<file path="config.mk">
export PLATFORM = sky130hd
export DESIGN_NAME = writeback_queue
export DESIGN_NICKNAME = d
export VERILOG_FILES = /design/src/rtl/writeback_queue.sv
export SDC_FILE = /design/constraint.sdc
export NUM_CORES = 1
export LEC_CHECK = 0
export ABC_AREA = 0
export CORE_MARGIN = 4
export CORE_UTILIZATION = 53
export CTS_CLUSTER_DIAMETER = 120
export DETAILED_ROUTE_END_ITERATION = 6
export DONT_BUFFER_PORTS = 1
export HOLD_SLACK_MARGIN = 0.02
export MAX_ROUTING_LAYER = met4
export PLACE_DENSITY_LB_ADDON = 0.15
export REMOVE_ABC_BUFFERS = 1
export SLEW_MARGIN = 30
export SYNTH_ARGS = -nofsm -noshare
export SYNTH_HDL_FRONTEND = slang
export SYNTH_SLANG_ARGS = --single-unit
</file>
<file path="constraint.sdc">
create_clock -name clk -period 4.8 [get_ports clk]
set_clock_uncertainty 0.15 [all_clocks]
set_input_delay 1.44 -clock clk [delete_from_list [all_inputs] [get_ports clk]]
set_output_delay 1.44 -clock clk [all_outputs]
set_load 0.05 [all_outputs]
</file>
<file path="src/rtl/writeback_queue.sv">
// writeback_queue: in-order register-file writeback FIFO with read forwarding.
// Define WBQ_FORWARD_EN to build the forwarding comparators; otherwise fwd_* are 0.
module writeback_queue #(
  parameter int DEPTH  = 4,
  parameter int DATA_W = 32,
  parameter int ADDR_W = 5
) (
  input  logic                    clk,
  input  logic                    reset,
  input  logic                    in_valid,
  output logic                    in_ready,
  input  logic [ADDR_W-1:0]       in_reg,
  input  logic [DATA_W-1:0]       in_data,
  input  logic                    drain_stall,
  output logic                    RegWrite,
  output logic [ADDR_W-1:0]       WriteRegister,
  output logic [DATA_W-1:0]       WriteData,
  input  logic [ADDR_W-1:0]       ReadRegister1,
  input  logic [ADDR_W-1:0]       ReadRegister2,
  output logic                    fwd_hit1,
  output logic                    fwd_hit2,
  output logic [DATA_W-1:0]       fwd_data1,
  output logic [DATA_W-1:0]       fwd_data2,
  output logic [$clog2(DEPTH):0]  count
);

  localparam int PW = $clog2(DEPTH);
  localparam int CW = PW + 1;

  typedef struct packed {
    logic [ADDR_W-1:0] rd;
    logic [DATA_W-1:0] data;
  } ent_t;

  ent_t          ent_q [DEPTH];
  ent_t          ent_d [DEPTH];
  logic [PW-1:0] head_q, head_d;
  logic [PW-1:0] tail_q, tail_d;
  logic [CW-1:0] count_q, count_d;
  logic          live;
  logic          push;
  logic          pop;

  // live gates every write-side output so nothing issues while reset is low
  assign live     = reset && (count_q != '0);
  assign in_ready = (count_q != CW'(DEPTH));
  assign pop      = live && !drain_stall;
  assign push     = reset && in_valid && in_ready && (in_reg != '0);

  assign count         = count_q;
  assign RegWrite      = pop;
  assign WriteRegister = live ? ent_q[head_q].rd   : '0;
  assign WriteData     = live ? ent_q[head_q].data : '0;

  // next-state: write at tail, retire at head, occupancy tracks both
  always_comb begin
    ent_d   = ent_q;
    head_d  = head_q;
    tail_d  = tail_q;
    count_d = count_q;
    if (push) begin
      ent_d[tail_q] = '{rd: in_reg, data: in_data};
      tail_d        = tail_q + 1'b1;
    end
    if (pop) begin
      head_d = head_q + 1'b1;
    end
    count_d = count_q + CW'(push) - CW'(pop);
  end

  // state register; entry storage needs no reset since count defines occupancy
  always_ff @(posedge clk) begin
    ent_q <= ent_d;
    if (!reset) begin
      head_q  <= '0;
      tail_q  <= '0;
      count_q <= '0;
    end else begin
      head_q  <= head_d;
      tail_q  <= tail_d;
      count_q <= count_d;
    end
  end

`ifdef WBQ_FORWARD_EN
  // scan oldest to youngest so the youngest match overwrites older ones
  always_comb begin
    fwd_hit1  = 1'b0;
    fwd_hit2  = 1'b0;
    fwd_data1 = '0;
    fwd_data2 = '0;
    for (int i = 0; i < DEPTH; i++) begin
      if (reset && (CW'(i) < count_q)) begin
        if (ReadRegister1 != '0 &&
            ent_q[head_q + PW'(i)].rd == ReadRegister1) begin
          fwd_hit1  = 1'b1;
          fwd_data1 = ent_q[head_q + PW'(i)].data;
        end
        if (ReadRegister2 != '0 &&
            ent_q[head_q + PW'(i)].rd == ReadRegister2) begin
          fwd_hit2  = 1'b1;
          fwd_data2 = ent_q[head_q + PW'(i)].data;
        end
      end
    end
  end
`else
  logic unused_rd_idx;
  assign unused_rd_idx = ^{ReadRegister1, ReadRegister2};
  assign fwd_hit1  = 1'b0;
  assign fwd_hit2  = 1'b0;
  assign fwd_data1 = '0;
  assign fwd_data2 = '0;
`endif

endmodule

</file>
==> flow_metrics.py, run 1 <==
metrics = {
    "setup_path": {
        "crit_arrival_ps": 2290,
        "crit_buf_inv": 2,
        "end_kind": "output port",
        "cp_top_family": "buffers and inverters",
        "cpMostUsedCell": "buf_4",
        "r2r_slack_ps": 1500,
        "crit_fanout": 23,
        "start_kind": "primary input",
        "r2r_start": "count[1]$_SDFF_PN0_",
        "cp_slowest_cell": "buf_4",
        "crit_chain": "o31ai_4 > buf_4 > nor2b_1 > buf_4",
        "cpPeakStageDelay_ps": 270,
        "ff2ff_path_depth": 10,
        "required_ps": 3210,
        "crit_type": "in -> out",
        "r2r_end": "count[2]$_SDFF_PN0_",
    },
    "clock_network": {
        "path_clk_slew_ps": 60,
        "root_buffer": "clkbuf_16",
        "cts_tree": "yes",
        "post_cts_resized": 0,
        "htree_num_levels": 4,
        "clockBufferDepth": 2,
        "post_cts_buffers": 0,
        "ctsHoldBuffers": 0,
        "clkLatencyLatePin_ps": 410,
        "numCtsBuffers": 17,
        "cts.sinks": 155,
    },
    "synth": {
        "synth_cells": 348,
        "yosysTopAreaCell": "edfxtp_1",
        "synthTopCellsByCount": "edfxtp_1 (148), buf_4 (67), mux4_2 (37), nor2b_1 (37)",
        "yosysMostFrequentCell": "edfxtp_1",
        "synth_compound_area_share_pct": 0.612,
        "ys_async_sr_fraction_pct": 0,
        "yosys.area_share.adder_pct": 1.45,
        "synth.distinct_cells": 28,
        "synth_seq_area_share_pct": 70.0,
        "ys_top_cells_by_area": "edfxtp_1 (68%), mux4_2 (13%), buf_4 (7.7%)",
        "synth_top_area_share_pct": 67.9,
        "syn_area_mm2": 0.00655,
        "post_synth_xor_area_fraction_pct": 0.268,
        "avgSynthCellArea_um2": 18.8,
        "muxShareOfSynthArea_pct": 13.2,
        "synth_edf_count": 148,
        "yosys_most_used_dff": "edfxtp_1",
        "yosys.area_share.simple_pct": 4.80,
        "yosysWarnings": 0,
        "ys_ff_latch": 155,
        "synth_top_family_by_area": "multiplexers",
    },
    "detailed_routing": {
        "drc": 0,
        "wl_mm": 10.9,
        "drt-wirelength-per-cell_um": 18.9,
        "vias": 2902,
        "ant_nets": 0,
        "vias_per_cell": 5.06,
        "drt_pass1_iterations": 4,
        "drt_iter0_drc": 159,
    },
    "sta": {
        "min_period_ps": 3880,
        "report.final.slew_viol_count": 0,
        "worst_pin_slew_ps": 822,
        "setup-violations-final": 0,
        "grt_setup_unrepaired": "false",
        "fin_crit_sh_pct": 80.9,
        "hold_violations": 0,
        "setup_tns_ps": 0,
        "clock.fmax_mhz": 258,
        "worst_slack_ps": 919,
        "maxSlewHeadroom_pct": 45.2,
    },
    "grt": {
        "overflow": 0,
        "antenna_found_initial": 0,
        "grt_pass1_vias": 2956,
        "grt_pass1_wl_mm": 16.9,
        "grt_max_degree": 41,
        "grt_usage_pct": 16.6,
    },
    "hold_path": {
        "worstHoldEndpoint": "tail_q[1]$_SDFFE_PN0P_",
        "hold_depth": 2,
        "hold_class": "reg -> reg",
        "hp-start": "tail_q[1]$_SDFFE_PN0P_",
    },
    "floorplanning": {
        "start_util_pct": 54.3,
        "die_h_um": 119,
        "fp-row-count": 40,
        "die_w_um": 119,
        "ios": 159,
        "dieArea_mm2": 0.0142,
        "coreArea_mm2": 0.0121,
    },
    "placed_design": {
        "port_buffers": 0,
        "dp_slack_ps": 772,
        "place.gp.congestion": 0.698,
        "dp_hpwl_mm": 6.14,
    },
    "power_and_ir_drop": {
        "p_per_area_mw_per_mm2": 562,
        "power.ir.vdd_worst_v": 0.000292,
        "cellLeakagePower_nw": 2.55,
    },
    "final_layout": {
        "syn_to_final_growth_pct": 12.9,
        "antennaDiodeCount": 0,
        "num-fill-cells": 856,
        "final_nets": 450,
        "drive_gt1_share_pct": 28.9,
    },
    "run": {
        "maxCapViolCount": 0,
    },
    "run_status": {
        "outcome": "completed",
    },
}
==> cell families (layout without fill, tap and decap cells) <==
| group | after synthesis | after routing |
|---|---|---|
| compound gates | 4 | 4 |
| xor+xnor | 2 | 2 |
| fa+ha+maj | 7 | 7 |
| buf+inv | 88 | 80 |
| flops | 155 | 155 |
| mux | 40 | 40 |
| other cells | 1 | 66 |
| simple gates | 51 | 51 |
==> flip-flops by register name, summed over array words and instances (netlist names) <==
signal	cells
ent_q	148
count	3
head_q	2
tail_q	2
==> power by group <==
group	internal (mW)	total (mW)	switching, mW
clock network	0.968	1.47	0.499
registers	1.58	1.73	0.143
logic	0.352	0.962	0.610
total	2.90	4.15	1.25
==> cells in the final DEF, fill, tap and decap left out <==
cell type	count
clkinv_4	1
clkbuf_1	1
o2111a_2	1
or3b_1	1
nor2_1	1
o31ai_4	1
a21boi_1	1
clkinvlp_4	1
clkbuf_16	17
buf_4	39
ha_1	6
buf_6	1
mux2i_1	3
xnor2_1	2
or4_1	2
nor2b_1	37
dfxtp_1	5
inv_1	6
bufinv_16	6
clkinv_1	1
conb_1	66
and2_4	4
inv_2	1
dfxtp_4	2
mux4_2	37
nand2_1	3
and2_1	3
edfxtp_1	148
fa_1	1
o31ai_1	1
clkinv_2	6
==> metal layers <==
metal | vias up | global-route usage (%) | wire length (µm)
li1 | 1277 | - | -
met1 | 1480 | 20.8 | 4370
met2 | 132 | 24.9 | 5330
met3 | 13 | 5.89 | 995
met4 | 0 | 6.95 | 153
met5 | - | - | 0
==> tightest hold or removal path, stage by stage (launching register included) <==
cell and delay, ps:
dfxtp_1 340, nand2_1 70, mux2i_1 60
==> worst max path at each step <==
| stage | slack (ps) | start | end | cells past startpoint |
|---|---|---|---|---|
| floorplan | 330 | head_q[0]$_SDFFE_PN0P_ | WriteData[0] | 2 |
| global placement | 760 | reset | WriteData[28] | 4 |
| finish | 920 | reset | WriteData[11] | 4 |
| CTS | 550 | count[1]$_SDFF_PN0_ | WriteData[28] | 4 |
| global route | 760 | head_q[0]$_SDFFE_PN0P_ | WriteRegister[4] | 3 |
| detailed placement | 770 | reset | WriteData[28] | 4 |
==> layout make-up <==
cell class,count,area [µm²],share of cell area (%)
Timing Repair Buffer,40,304,4.12
Multi-Input combinational cell,170,1600,21.6
Sequential cell,155,4590,62.2
Clock buffer,18,429,5.81
Inverter,8,31.3,0.423
Tap cell,168,210,2.85
Clock inverter,14,225,3.05
==> per-stage QoR <==
stage	hold WS (ps)	cell area [µm²]	total power [mW]	instances	util, %
final	357	7390	4.15	573	61.3
after global routing	378	7390	4.32	573	61.3
after CTS	361	7380	4.19	572	61.2
after detailed placement	353	6720	2.72	540	55.7
after global placement	333	6720	2.71	540	55.7
after floorplan	318	6190	2.48	333	-
(Power assumes the default switching activity.)
==> inputs of run 2 (changes only) <==
ABC_AREA = 1   (was 0)
clock period = 3.7 ns   (was 4.8 ns; I/O delays follow)
==> run 2 against run 1 <==
Compared with the run above: power is 28% higher; worst hold slack better by 12 ps; critical path depth grew 3; non-clock buffer count rose by 11; area after synthesis increased by 3.2%; critical endpoint is now WriteData[28]; largest power group unchanged.
==> flow_metrics.py, run 2 <==
metrics = {
    "run_status": {
        "outcome": "completed",
    },
    "synth": {
        "ys_async_sr_fraction_pct": 0,
        "syn_area_mm2": 0.00675,
        "synth_seq_area_share_pct": 67.9,
        "yosysMostFrequentCell": "nor2_1",
        "synth.distinct_cells": 22,
        "yosys_most_used_dff": "edfxtp_1",
        "yosysWarnings": 0,
        "synthTopCellsByCount": "nor2_1 (164), edfxtp_1 (148), buf_4 (71)",
        "ys_ff_latch": 155,
        "yosysTopAreaCell": "edfxtp_1",
        "synth_edf_count": 148,
        "synth_cells": 578,
        "ys_top_cells_by_area": "edfxtp_1 (66%), nor2_1 (9.1%), buf_4 (7.9%)",
        "avgSynthCellArea_um2": 11.7,
        "synth_top_area_share_pct": 65.8,
    },
    "setup_path": {
        "worstSetupStartpoint": "count[1]$_SDFF_PN0_",
        "crit_fanout": 26,
        "crit_type": "reg -> out",
        "r2r_start": "count[1]$_SDFF_PN0_",
        "required_ps": 2440,
        "crit_arrival_ps": 2090,
        "start_kind": "flop",
        "end_kind": "output port",
    },
    "power_and_ir_drop": {
        "p_per_area_mw_per_mm2": 703,
        "comb_power_share_pct": 30.1,
        "power.ir.vdd_worst_v": 0.000352,
        "power.share.sequential_pct": 38.3,
        "cellLeakagePower_nw": 2.85,
        "intPower_mw": 3.46,
        "clkPwrFrac_pct": 31.6,
        "power.switching_mw": 1.87,
        "switching_share_pct": 35.0,
    },
    "clock_network": {
        "ctsHoldBuffers": 0,
        "cts.sinks": 155,
        "post_cts_resized": 0,
        "root_buffer": "clkbuf_16",
        "post_cts_buffers": 0,
        "clockBufferDepth": 2,
        "path_clk_slew_ps": 60,
        "htree_num_levels": 4,
        "cts_tree": "yes",
        "numCtsBuffers": 17,
        "clkLatencyLatePin_ps": 420,
    },
    "grt": {
        "overflow": 0,
        "grt_pass1_vias": 3760,
        "grt_pass1_wl_mm": 19.4,
        "grt_max_degree": 77,
        "antenna_found_initial": 0,
        "grt_usage_pct": 18.4,
    },
    "sta": {
        "maxSlewHeadroom_pct": 46.0,
        "grt_setup_unrepaired": "false",
        "worst_pin_slew_ps": 809,
        "fin_crit_sh_pct": 90.7,
        "min_period_ps": 3350,
        "setup-violations-final": 0,
        "setup_tns_ps": 0,
        "clock.fmax_mhz": 298,
        "hold_violations": 0,
        "report.final.slew_viol_count": 0,
    },
    "placed_design": {
        "place.gp.congestion": 0.718,
        "dp_hpwl_mm": 7.46,
        "port_buffers": 0,
    },
    "floorplanning": {
        "fp-row-count": 40,
        "ios": 159,
        "start_util_pct": 55.1,
        "die_w_um": 121,
        "coreArea_mm2": 0.0123,
        "die_h_um": 121,
        "dieArea_mm2": 0.0146,
    },
    "detailed_routing": {
        "drt_iter0_drc": 354,
        "vias_per_cell": 4.92,
        "drt-wirelength-per-cell_um": 16.2,
        "vias": 3931,
        "wl_mm": 12.9,
        "drc": 0,
        "ant_nets": 0,
        "drt_pass1_iterations": 4,
    },
    "final_layout": {
        "num-fill-cells": 996,
        "top_register": "ent_q",
        "layout_common_cells": "nor2_1 (160), edfxtp_1 (148), conb_1 (66), buf_4 (45), o21ai_0 (44)",
        "fin_util_pct": 61.8,
        "syn_to_final_growth_pct": 12.2,
        "multi_input_area_mm2": 0.00166,
        "antennaDiodeCount": 0,
        "final_nets": 676,
        "seq_area_mm2": 0.00459,
        "drive_gt1_share_pct": 14.1,
        "largest_reg_flops": 148,
        "final_common_cell": "nor2_1",
    },
    "run": {
        "maxCapViolCount": 0,
    },
    "hold_path": {
        "hp-start": "tail_q[1]$_SDFFE_PN0P_",
        "hold_class": "reg -> reg",
    },
}
## run 2: changes by cell type after synthesis, sizes merged, moves of 4 or more
cell    previous run  this run
nor2               1       164
o21ai              0        75
a21oi              0        38
mux4              37         0
nor2b             37         0
inv                7        22
buf               76        87
nand2              3        14
and2               7         0
clkbuf             4         8
## run 2: path summary, 6_finish.rpt
kind                       endpoint  slack, ps  cells after the start
min reg2reg  tail_q[1]$_SDFFE_PN0P_        370                      2
max reg2reg     count[2]$_SDFF_PN0_        720                     12
min          tail_q[1]$_SDFFE_PN0P_        370                      2
max                   WriteData[28]        350                      7
## run 2: layout make-up
type | count | area share (%)
clock buffer | 18 | 5.66
clock inverter | 14 | 2.03
inverter | 22 | 1.09
multi-input combinational | 371 | 21.9
sequential | 155 | 60.5
tap | 168 | 2.77
timing repair buffer | 51 | 6.04
## run 2: routing by layer
| layer | track usage [%] | share of wire, % | up-vias |
|---|---|---|---|
| met5 | - | 0 | - |
| met4 | 7.08 | 1.3 | 0 |
| met3 | 6.57 | 8.2 | 18 |
| met2 | 29.2 | 51 | 134 |
| met1 | 21.5 | 39 | 1862 |
| li1 | - | - | 1917 |
## run 2: cells by family (layout without fill, tap and decap cells)
group | after synthesis | after routing | share of synthesized area, %
AO/OA/AOI/OAI | 113 | 113 | 8.37
XOR/XNOR | 3 | 3 | 0.389
adder cells (fa/ha/maj) | 7 | 7 | 1.41
buffers and inverters | 117 | 105 | 11.6
flip-flops | 155 | 155 | 67.9
other | 1 | 66 | 0.0555
AND/OR/NAND/NOR | 182 | 182 | 10.3
## run 2: power groups by stage
stage | Sequential [mW] | Combinational [mW] | Clock [mW]
2_1_floorplan | 2.18 | 1.03 | 0
3_3_place_gp | 2.07 | 1.60 | 0
3_5_place_dp | 2.08 | 1.62 | 0
4_1_cts | 2.04 | 1.62 | 1.72
5_1_grt | 2.04 | 1.73 | 1.80
6_report | 2.04 | 1.61 | 1.68
## run 2: worst max-delay path: stages, from the launching register on
cell and delay [ps]:
dfxtp_1 310, buf_4 210, nor2_1 100, nand2_1 100, nand2_2 220, buf_12 260, a21oi_1 220, buf_4 250
## run 2: metrics by stage
stage	total power [mW]	hold WS [ps]	setup slack, ps	std cells	cell area (µm²)
after floorplan	3.21	347	-495	548	6290
after global placement	3.67	363	399	767	7000
after detailed placement	3.69	364	407	767	7000
after CTS	5.38	372	320	799	7580
after global routing	5.58	410	188	799	7580
final	5.33	369	345	799	7580
==> inputs of run 3 (changes only) <==
REMOVE_ABC_BUFFERS = default   (was 1)
==> run 3 against run 2 <==
Compared with the run above: final cell count is 0.13% higher; critical path depth decreased by 2; sequential power about the same; routed wire length is 0.52% lower; clock power is 5% lower; sequential share of layout area is 0.080 points higher; maximum frequency increased by 3.2%; combinational power barely moved; power shrank 1.5%; design area down 0.13%; core utilization down 0.082 points; critical path type unchanged; largest cell class unchanged; highest routed layer unchanged.
==> flow_metrics.py, run 3 (synthesized netlist as in run 2, its figures left out) <==
metrics = {
    "sta": {
        "clock.fmax_mhz": 308,
        "worst_pin_slew_ps": 528,
        "fin_crit_sh_pct": 87.9,
        "setup-violations-final": 0,
        "worst_slack_ps": 449,
        "maxSlewHeadroom_pct": 64.8,
        "grt_setup_unrepaired": "false",
        "hold_violations": 0,
        "report.final.slew_viol_count": 0,
        "holdWs_ps": 379,
        "min_period_ps": 3250,
    },
    "power_and_ir_drop": {
        "power.switching_mw": 1.89,
        "power.share.sequential_pct": 38.9,
        "clkPwrFrac_pct": 30.2,
        "p_per_area_mw_per_mm2": 693,
        "comb_power_share_pct": 30.9,
        "total_power_mw": 5.24,
        "power.ir.vdd_worst_v": 0.000536,
        "cellLeakagePower_nw": 2.83,
        "intPower_mw": 3.35,
        "switching_share_pct": 36.1,
    },
    "final_layout": {
        "drive_gt1_share_pct": 14.4,
        "final_common_cell": "nor2_1",
        "fin_util_pct": 61.7,
        "largest_reg_flops": 148,
        "layout_common_cells": "nor2_1 (160), edfxtp_1 (148), conb_1 (66), buf_4 (45), o21ai_0 (44)",
        "final_nets": 677,
        "antennaDiodeCount": 0,
        "syn_to_final_growth_pct": 12.1,
        "top_register": "ent_q",
    },
    "clock_network": {
        "numCtsBuffers": 17,
        "cts.sinks": 155,
        "cts_tree": "yes",
        "post_cts_resized": 0,
        "ctsHoldBuffers": 0,
        "htree_num_levels": 4,
        "clockBufferDepth": 2,
        "clkLatencyLatePin_ps": 410,
        "root_buffer": "clkbuf_16",
        "post_cts_buffers": 0,
        "path_clk_slew_ps": 60,
    },
    "hold_path": {
        "worstHoldEndpoint": "tail_q[1]$_SDFFE_PN0P_",
        "hold_class": "reg -> reg",
        "hp-start": "tail_q[1]$_SDFFE_PN0P_",
        "hold_depth": 2,
    },
    "setup_path": {
        "r2r_start": "count[1]$_SDFF_PN0_",
        "cp_slowest_cell": "inv_2",
        "crit_arrival_ps": 1990,
        "crit_fanout": 27,
        "start_kind": "flop",
        "crit_type": "reg -> out",
        "crit_chain": "inv_2 > buf_4 > o21ai_0 > a21oi_1 > buf_4",
        "end_kind": "output port",
        "crit_buf_inv": 3,
        "cp_top_family": "buffers and inverters",
        "cpMostUsedCell": "buf_4",
        "r2r_slack_ps": 930,
        "cpPeakStageDelay_ps": 390,
        "ff2ff_path_depth": 13,
        "required_ps": 2440,
        "r2r_end": "count[2]$_SDFF_PN0_",
    },
    "detailed_routing": {
        "drc": 0,
        "drt_iter0_drc": 239,
        "drt_pass1_iterations": 4,
        "vias_per_cell": 4.90,
        "wl_mm": 12.9,
        "vias": 3923,
        "ant_nets": 0,
        "drt-wirelength-per-cell_um": 16.1,
    },
    "grt": {
        "antenna_found_initial": 0,
        "grt_pass1_wl_mm": 19.5,
        "overflow": 0,
        "grt_pass1_vias": 3763,
        "grt_max_degree": 77,
        "grt_usage_pct": 18.2,
    },
    "run": {
        "maxCapViolCount": 0,
    },
    "floorplanning": {
        "die_w_um": 121,
        "die_h_um": 121,
        "start_util_pct": 55.1,
        "fp-row-count": 40,
        "dieArea_mm2": 0.0146,
        "ios": 159,
        "coreArea_mm2": 0.0123,
    },
    "placed_design": {
        "dp_hpwl_mm": 7.58,
        "dp_slack_ps": 609,
        "place.gp.congestion": 0.770,
        "port_buffers": 0,
    },
    "run_status": {
        "outcome": "completed",
    },
}
run 3: cell types whose count changed in the layout (fill, tap and decap cells not counted), sizes merged:
cell      change
bufinv        -2
buf           +1
clkinv        -3
inv           +2
clkinvlp      +3
run 3: layout make-up:
type | instances | area (µm²)
Clock buffer | 18 | 429
Clock inverter | 14 | 124
Fill cell | 980 | 4690
Inverter | 22 | 82.6
Multi-Input combinational cell | 371 | 1660
Sequential cell | 155 | 4590
Tap cell | 168 | 210
Timing Repair Buffer | 52 | 478
run 3: per-stage QoR:
step / instances / TNS [ps] / cell area, µm²
after floorplan: 643 / -18880 / 7000
after global placement: 768 / 0 / 7020
after detailed placement: 768 / 0 / 7020
after CTS: 800 / 0 / 7570
after global routing: 800 / 0 / 7570
final: 800 / 0 / 7570
run 3: worst register-to-register path: stages (launching register included):
cell     delay (ps)
dfxtp_1         310
buf_4           210
nor2_1          100
nand2_1          70
buf_4           200
nand2_1          70
nor2_1          190
inv_1           220
ha_1            330
inv_1            40
ha_1            180
fa_1            370
xor2_1          160
nor2_1          100
run 3: power groups by stage:
stage	registers [mW]	logic, mW	clock network [mW]
2_1_floorplan	2.11	1.27	0
3_3_place_gp	2.07	1.62	0
3_5_place_dp	2.08	1.64	0
4_1_cts	2.04	1.64	1.62
5_1_grt	2.04	1.76	1.69
6_report	2.04	1.62	1.59
run 3: how the worst max path moves through the flow:
stage	slack, ps	endpoint	from	cells after the start
5_1_grt	350	WriteData[14]	head_q[0]$_SDFFE_PN0P_	5
4_1_cts	430	WriteData[21]	head_q[0]$_SDFFE_PN0P_	5
2_1_floorplan	-130	ent_q[0]$_DFFE_PP_	reset	7
6_report	450	WriteRegister[4]	head_q[0]$_SDFFE_PN0P_	5
3_5_place_dp	610	count[1]$_SDFF_PN0_	in_reg[3]	11
3_3_place_gp	610	count[1]$_SDFF_PN0_	in_reg[3]	11
run 3: layer usage:
layer / up-vias / track usage [%] / part of all wire [%] / routed length, µm
met5: - / - / 0 / 0
met4: 0 / 7.37 / 0.82 / 106
met3: 4 / 5.45 / 8.2 / 1050
met2: 148 / 29.5 / 50 / 6470
met1: 1850 / 21.5 / 41 / 5230
li1: 1921 / - / - / -
